--- src/rtl/agc_pkg.sv ---
// ============================================================================
// Module   : agc_pkg
// Purpose  : Shared widths, unity-gain helper and gain FSM states for the
//            AGC gain-apply block.
// Revision : 1.0 - initial release
// ============================================================================
`default_nettype none

package agc_pkg;

  localparam int GAIN_W   = 24;
  localparam int SAMPLE_W = 16;

  typedef enum logic [1:0] {
    INIT   = 2'd0,
    TRACK  = 2'd1,
    FREEZE = 2'd2
  } gain_state_e;

  function automatic logic [GAIN_W-1:0] unity_gain(input int frac);
    logic [GAIN_W-1:0] one;
    one = {{(GAIN_W-1){1'b0}}, 1'b1};
    return one << frac;
  endfunction

endpackage

`default_nettype wire

--- src/rtl/agc_gain_scale.sv ---
// ============================================================================
// Module   : agc_gain_scale
// Purpose  : One rail: signed sample x unsigned gain, round-half-up,
//            saturate to SAMPLE_W signed. Two register stages.
// Revision : 1.0 - initial release
// ============================================================================
`default_nettype none

module agc_gain_scale
  import agc_pkg::*;
#(
  parameter int GAIN_FRAC = 16
) (
  input  logic                       clk,
  input  logic                       arst,
  input  logic signed [SAMPLE_W-1:0] sample_i,
  input  logic        [GAIN_W-1:0]   gain_i,
  output logic signed [SAMPLE_W-1:0] data_o,
  output logic                       sat_o
);

  localparam int PROD_W = SAMPLE_W + GAIN_W + 1;
  localparam logic signed [PROD_W-1:0] ROUND_C = PROD_W'(1) << (GAIN_FRAC - 1);
  localparam logic signed [PROD_W-1:0] MAX_C   = PROD_W'((2 ** (SAMPLE_W - 1)) - 1);
  localparam logic signed [PROD_W-1:0] MIN_C   = ~MAX_C;

  logic signed [PROD_W-1:0]   w_a;
  logic signed [PROD_W-1:0]   w_b;
  logic signed [PROD_W-1:0]   w_rnd;
  logic signed [PROD_W-1:0]   w_shr;
  logic signed [PROD_W-1:0]   prod_d, prod_q;
  logic signed [SAMPLE_W-1:0] data_d, data_q;
  logic                       sat_d, sat_q;

  always_comb begin
    w_a    = PROD_W'(sample_i);
    w_b    = PROD_W'({1'b0, gain_i});
    prod_d = w_a * w_b;
    // Adding half an LSB before the arithmetic shift gives round-half-up.
    w_rnd  = prod_q + ROUND_C;
    w_shr  = w_rnd >>> GAIN_FRAC;
    sat_d  = 1'b0;
    data_d = w_shr[SAMPLE_W-1:0];
    if (w_shr > MAX_C) begin
      data_d = MAX_C[SAMPLE_W-1:0];
      sat_d  = 1'b1;
    end else if (w_shr < MIN_C) begin
      data_d = MIN_C[SAMPLE_W-1:0];
      sat_d  = 1'b1;
    end
  end

  always_ff @(posedge clk or negedge arst) begin
    if (!arst) begin
      prod_q <= '0;
      data_q <= '0;
      sat_q  <= 1'b0;
    end else begin
      prod_q <= prod_d;
      data_q <= data_d;
      sat_q  <= sat_d;
    end
  end

  assign data_o = data_q;
  assign sat_o  = sat_q;

endmodule

`default_nettype wire

--- src/rtl/agc_gain_apply.sv ---
// ============================================================================
// Module   : agc_gain_apply
// Purpose  : Slew-limited application of the AGC gain word to I/Q samples.
//            Optional saturation counter under AGC_APPLY_SAT_CNT_EN.
// Revision : 1.0 - initial release
// ============================================================================
`default_nettype none

module agc_gain_apply
  import agc_pkg::*;
#(
  parameter int                GAIN_FRAC     = 16,
  parameter logic [GAIN_W-1:0] MAX_STEP      = 24'h001000,
  parameter int                UPDATE_PERIOD = 4,
  parameter int                SETTLE_CYCLES = 128
) (
  input  logic                       clk,
  input  logic                       arst,
  input  logic                       in_valid,
  input  logic signed [SAMPLE_W-1:0] data_in_I,
  input  logic signed [SAMPLE_W-1:0] data_in_Q,
  input  logic        [GAIN_W-1:0]   gain_in,
  input  logic                       freeze,
  output logic                       out_valid,
  output logic signed [SAMPLE_W-1:0] data_out_I,
  output logic signed [SAMPLE_W-1:0] data_out_Q,
  output logic        [GAIN_W-1:0]   gain_applied,
  output logic                       sat
`ifdef AGC_APPLY_SAT_CNT_EN
  ,
  input  logic                       sat_clr,
  output logic        [15:0]         sat_count
`endif
);

  localparam logic [GAIN_W-1:0]   UNITY    = unity_gain(GAIN_FRAC);
  localparam int                  SETTLE_W = $clog2(SETTLE_CYCLES + 1);
  localparam int                  UPD_W    = $clog2(UPDATE_PERIOD + 1);
  localparam logic signed [GAIN_W:0] STEP_POS = {1'b0, MAX_STEP};
  localparam logic signed [GAIN_W:0] STEP_NEG = -STEP_POS;

  gain_state_e          state_q;
  logic [GAIN_W-1:0]    gain_q, gain_d;
  logic [SETTLE_W-1:0]  settle_q;
  logic [UPD_W-1:0]     upd_q;
  logic signed [GAIN_W:0] w_diff, w_step;
  logic                 w_tick;

  always_comb begin
    w_diff = $signed({1'b0, gain_in}) - $signed({1'b0, gain_q});
    if (w_diff > STEP_POS) begin
      w_step = STEP_POS;
    end else if (w_diff < STEP_NEG) begin
      w_step = STEP_NEG;
    end else begin
      w_step = w_diff;
    end
    gain_d = gain_q + w_step[GAIN_W-1:0];
    w_tick = (upd_q == UPD_W'(UPDATE_PERIOD - 1));
  end

  always_ff @(posedge clk or negedge arst) begin
    if (!arst) begin
      state_q  <= INIT;
      gain_q   <= UNITY;
      settle_q <= '0;
      upd_q    <= '0;
    end else begin
      case (state_q)
        INIT: begin
          if (settle_q == SETTLE_W'(SETTLE_CYCLES - 1)) begin
            state_q <= TRACK;
            upd_q   <= '0;
          end else begin
            settle_q <= settle_q + 1'b1;
          end
        end
        TRACK: begin
          // freeze takes priority over a coincident update tick
          if (freeze) begin
            state_q <= FREEZE;
          end else if (w_tick) begin
            gain_q <= gain_d;
            upd_q  <= '0;
          end else begin
            upd_q <= upd_q + 1'b1;
          end
        end
        FREEZE: begin
          if (!freeze) begin
            state_q <= TRACK;
            upd_q   <= '0;
          end
        end
        default: state_q <= INIT;
      endcase
    end
  end

  logic                       vld1_q, vld2_q, vld3_q;
  logic signed [SAMPLE_W-1:0] i1_q, q1_q;
  logic [GAIN_W-1:0]          g1_q;

  // Gain is captured alongside both rails so an I/Q pair shares one gain.
  always_ff @(posedge clk or negedge arst) begin
    if (!arst) begin
      vld1_q <= 1'b0;
      vld2_q <= 1'b0;
      vld3_q <= 1'b0;
      i1_q   <= '0;
      q1_q   <= '0;
      g1_q   <= UNITY;
    end else begin
      vld1_q <= in_valid;
      vld2_q <= vld1_q;
      vld3_q <= vld2_q;
      i1_q   <= data_in_I;
      q1_q   <= data_in_Q;
      g1_q   <= gain_q;
    end
  end

  logic w_sat_i, w_sat_q;

  agc_gain_scale #(.GAIN_FRAC(GAIN_FRAC)) u_scale_i (
    .clk      (clk),
    .arst     (arst),
    .sample_i (i1_q),
    .gain_i   (g1_q),
    .data_o   (data_out_I),
    .sat_o    (w_sat_i)
  );

  agc_gain_scale #(.GAIN_FRAC(GAIN_FRAC)) u_scale_q (
    .clk      (clk),
    .arst     (arst),
    .sample_i (q1_q),
    .gain_i   (g1_q),
    .data_o   (data_out_Q),
    .sat_o    (w_sat_q)
  );

  assign out_valid    = vld3_q;
  assign sat          = w_sat_i | w_sat_q;
  assign gain_applied = gain_q;

`ifdef AGC_APPLY_SAT_CNT_EN
  logic [15:0] sat_cnt_q;

  always_ff @(posedge clk or negedge arst) begin
    if (!arst) begin
      sat_cnt_q <= '0;
    end else if (sat_clr) begin
      sat_cnt_q <= '0;
    end else if (out_valid && sat && (sat_cnt_q != 16'hFFFF)) begin
      sat_cnt_q <= sat_cnt_q + 16'd1;
    end
  end

  assign sat_count = sat_cnt_q;
`endif

endmodule

`default_nettype wire

--- config.mk ---
export PLATFORM = sky130hd
export DESIGN_NAME = agc_gain_apply
export DESIGN_NICKNAME = d
export VERILOG_FILES = /design/src/rtl/agc_pkg.sv /design/src/rtl/agc_gain_scale.sv /design/src/rtl/agc_gain_apply.sv
export SDC_FILE = /design/constraint.sdc
export NUM_CORES = 2
export LEC_CHECK = 0
export BUFFER_PORTS_ARGS = -buffer_cell sky130_fd_sc_hd__buf_2
export CAP_MARGIN = 20
export CORE_MARGIN = 5
export CORE_UTILIZATION = 65
export DETAILED_ROUTE_END_ITERATION = 8
export PLACE_DENSITY = 0.81
export SLEW_MARGIN = 20
export SYNTH_ARGS = -nofsm -noshare
export SYNTH_HDL_FRONTEND = slang
export SYNTH_SLANG_ARGS = --single-unit
export TNS_END_PERCENT = 30
--- constraint.sdc ---
create_clock -name clk -period 9 [get_ports clk]
set_input_delay 1.8 -clock clk [delete_from_list [all_inputs] [get_ports clk]]
set_output_delay 1.8 -clock clk [all_outputs]
set_load 0.02 [all_outputs]
==> impl_metrics.json <==
{
  "root_buffer": "clkbuf_16",
  "setup.worst_path.class": "reg2reg",
  "placed_area_um2": 34570,
  "antenna_found_initial": 5,
  "cp.required_ns": 9.40,
  "groute.usage.overall_pct": 27.97,
  "cts_sinks": 182,
  "async_reset_ff_share_pct": 100.0,
  "ys_ff_latch": 182,
  "timing.fmax_ghz": 0.1368,
  "vias": 24740,
  "final_cells": 4373,
  "grt_max_degree": 117,
  "row_count": 83,
  "fill_cells": 3890,
  "vias_per_cell": 5.657,
  "fin_crit_sh_pct": 81.21,
  "cts_tree": "yes",
  "firstDrtPassIters": 6,
  "dp_hpwl_mm": 58.04,
  "grt_pass1_wl_mm": 127.6,
  "fin_nets": 4673,
  "grt_overflow": 0,
  "core_area_um2": 51200,
  "ys_types": 90,
  "die_x_um": 237.2,
  "holdBufCountCts": 0,
  "ios": 118,
  "initialDrtViolationCount": 1537,
  "maxSlewViolCount": 0,
  "crit_path_max_fanout": 22,
  "post-cts-setup-buffers": 0,
  "synth-main-ff-cell": "dfrtp_1",
  "max_cap_violations": 0,
  "drive_above_1_share_pct": 6.390,
  "yosysWarnings": 0,
  "detail-route-antenna-nets": 0,
  "synth_area_um2": 33550,
  "cts_resized": 0,
  "cp-end-kind": "flip-flop",
  "numCtsBuffers": 17,
  "worst_ir_drop_vdd_v": 0.0001804,
  "diodes": 0,
  "synth_nets": 4662,
  "leakage_nw": 17.73,
  "yosysSeqAreaShare_pct": 13.58,
  "synth_area_per_cell_um2": 9.145,
  "routed_wl_mm": 75.06,
  "outcome": "complete, no violations",
  "cts_buffer_depth": 2,
  "relSlewSlack_pct": 22.67,
  "final_area_um2": 35190,
  "finalHoldViolCount": 0,
  "gp_congestion": 0.9216,
  "powerDensity_nw_per_um2": 173.0,
  "arrival_ns": 7.71,
  "cp-start-kind": "flip-flop",
  "start_util_pct": 65.54,
  "tightest_slew_ns": 1.160,
  "place_inst": 4341,
  "insertion_delay_ns": 0.52,
  "synthCells": 3669,
  "clkTransAtPathRegs_ns": 0.08,
  "design.die.area_um2": 56270,
  "period_minus_slack_ns": 7.309,
  "htreeDepth": 4,
  "synth_edf_count": 0,
  "area_growth_pct": 4.859,
  "grt_pass1_vias": 26510,
  "avgRoutedWirePerCell_um": 17.17,
  "die_h_um": 237.2,
  "rsz0062_at_grt": "false",
  "setup_viol": 0,
  "io_buffers": 117,
  "fin_skew_ns": 0.02776,
  "drc_errors": 0,
  "tns_ns": 0,
  "hp-class": "reg2reg"
}
[through the flow]
stage / hold WS (ns) / util [%] / setup slack (ns) / total power, mW
final: 0.3528 / 68.72 / 1.691 / 6.087
after global routing: 0.3623 / 68.72 / 1.175 / 6.748
after CTS: 0.3567 / 68.72 / 1.714 / 6.131
after detailed placement: 0.3387 / 67.52 / 1.191 / 5.283
after global placement: 0.3316 / 67.52 / 1.306 / 5.149
after floorplan: 0.3312 / - / 2.254 / 4.254
[cell type report]
cell class	count	area [µm²]	area share, %
well taps	680	850.8	2.418
clock inverters	15	188.9	0.5370
repair buffers	147	819.5	2.329
multi-input cells	2509	25250	71.78
flip-flops and latches	182	4557	12.95
inverters	823	3089	8.780
clock buffers	17	425.4	1.209
[path summary, 6_finish.rpt]
path                       startpoint                   end  slack [ns]  cells past startpoint
setup / recovery             g1_q[13]  u_scale_i.prod_q[40]        1.69                     24
hold / removal                 vld1_q                vld2_q        0.35                      0
setup reg to reg             g1_q[13]  u_scale_i.prod_q[40]        1.69                     24
hold reg to reg                vld1_q                vld2_q        0.35                      0
max in group asynchronous        arst  u_scale_i.prod_q[15]        6.15                      2
min in group asynchronous        arst  u_scale_q.prod_q[35]        1.41                      1
[cells by family (layout without fill, tap and decap cells)]
kind of cell,Yosys count,in the layout,synth area share [%]
multiplexers,9,9,0.2871
AO/OA/AOI/OAI,354,354,7.189
XOR/XNOR,127,127,3.315
adder cells (fa/ha/maj),933,933,48.48
AND/OR/NAND/NOR,1086,1086,15.99
flip-flops,182,182,13.58
buffers and inverters,978,1002,11.16
[registers in the layout, summed over array words and instances (netlist names)]
| register | cells |
|---|---|
| vld2_q | 1 |
| u_scale_q.data_o | 16 |
| u_scale_q.prod_q | 26 |
| q1_q | 16 |
| u_scale_i.sat_o | 1 |
| out_valid | 1 |
| gain_applied | 24 |
| u_scale_q.sat_o | 1 |
| u_scale_i.data_o | 16 |
| vld1_q | 1 |
| settle_q | 8 |
| state_q | 2 |
| g1_q | 24 |
| i1_q | 16 |
| u_scale_i.prod_q | 26 |
| upd_q | 3 |
[per-layer routing]
layer | share of wire, % | up-vias | global-route usage [%]
met3 | 7.1 | 236 | 5.128
met4 | 3.7 | 10 | 11.58
met5 | 0.087 | - | 0
met1 | 38 | 12440 | 35.02
li1 | - | 11100 | -
met2 | 51 | 953 | 48.28
[worst max-delay path: stages, from the launching register on]
cell and delay, ns:
dfrtp_1 0.95, buf_4 0.34, nand2_1 0.09, fa_1 0.54, inv_1 0.05, fa_1 0.54
inv_1 0.06, fa_1 0.50, inv_1 0.06, fa_1 0.50, fa_1 0.50, inv_1 0.05
fa_1 0.47, inv_1 0.04, ha_1 0.31, o21a_1 0.14, o211ai_1 0.25, a21o_1 0.14
o211ai_2 0.17, a22o_1 0.30, a22oi_1 0.29, o21ai_1 0.17, a2111oi_2 0.44, o41ai_1 0.16
xnor2_1 0.13
[Yosys cell counts, types with 23 or more instances]
library cell  count  area (µm²)
inv_1           822        3085
clkbuf_1        141       529.3
nand2_1         477        1790
xnor2_1          71       621.9
nand3_1          43       215.2
nor2_1           91       341.6
a21oi_1          78       390.4
a21o_1           43       322.8
dfrtp_1         180        4504
ha_1            321        4016
nor3_1           23       115.1
o21ai_0          93       465.5
nand2b_1         30       187.7
xor2_1           56       490.5
fa_1            612       12250
and2_1          326        2039
[report_power, final]
part | leakage [nW] | switching [mW] | internal [mW]
registers | 2.20 | 0.272 | 1.06
clock network | 0.289 | 0.399 | 0.397
logic | 15.2 | 2.26 | 1.70
[layout by cell type (no fill, tap or decap), drive strengths merged, types with 19 or more instances in the layout]
cell type / instances
dfrtp: 180
a21oi: 79
ha: 321
nand3: 44
a21o: 45
inv: 827
nor2: 102
nand2b: 30
o21ai: 97
nand4: 19
buf: 146
and2: 327
fa: 612
nor3: 23
xnor2: 71
nand2: 478
xor2: 56
Note: power is estimated with default switching activity, not from simulation.
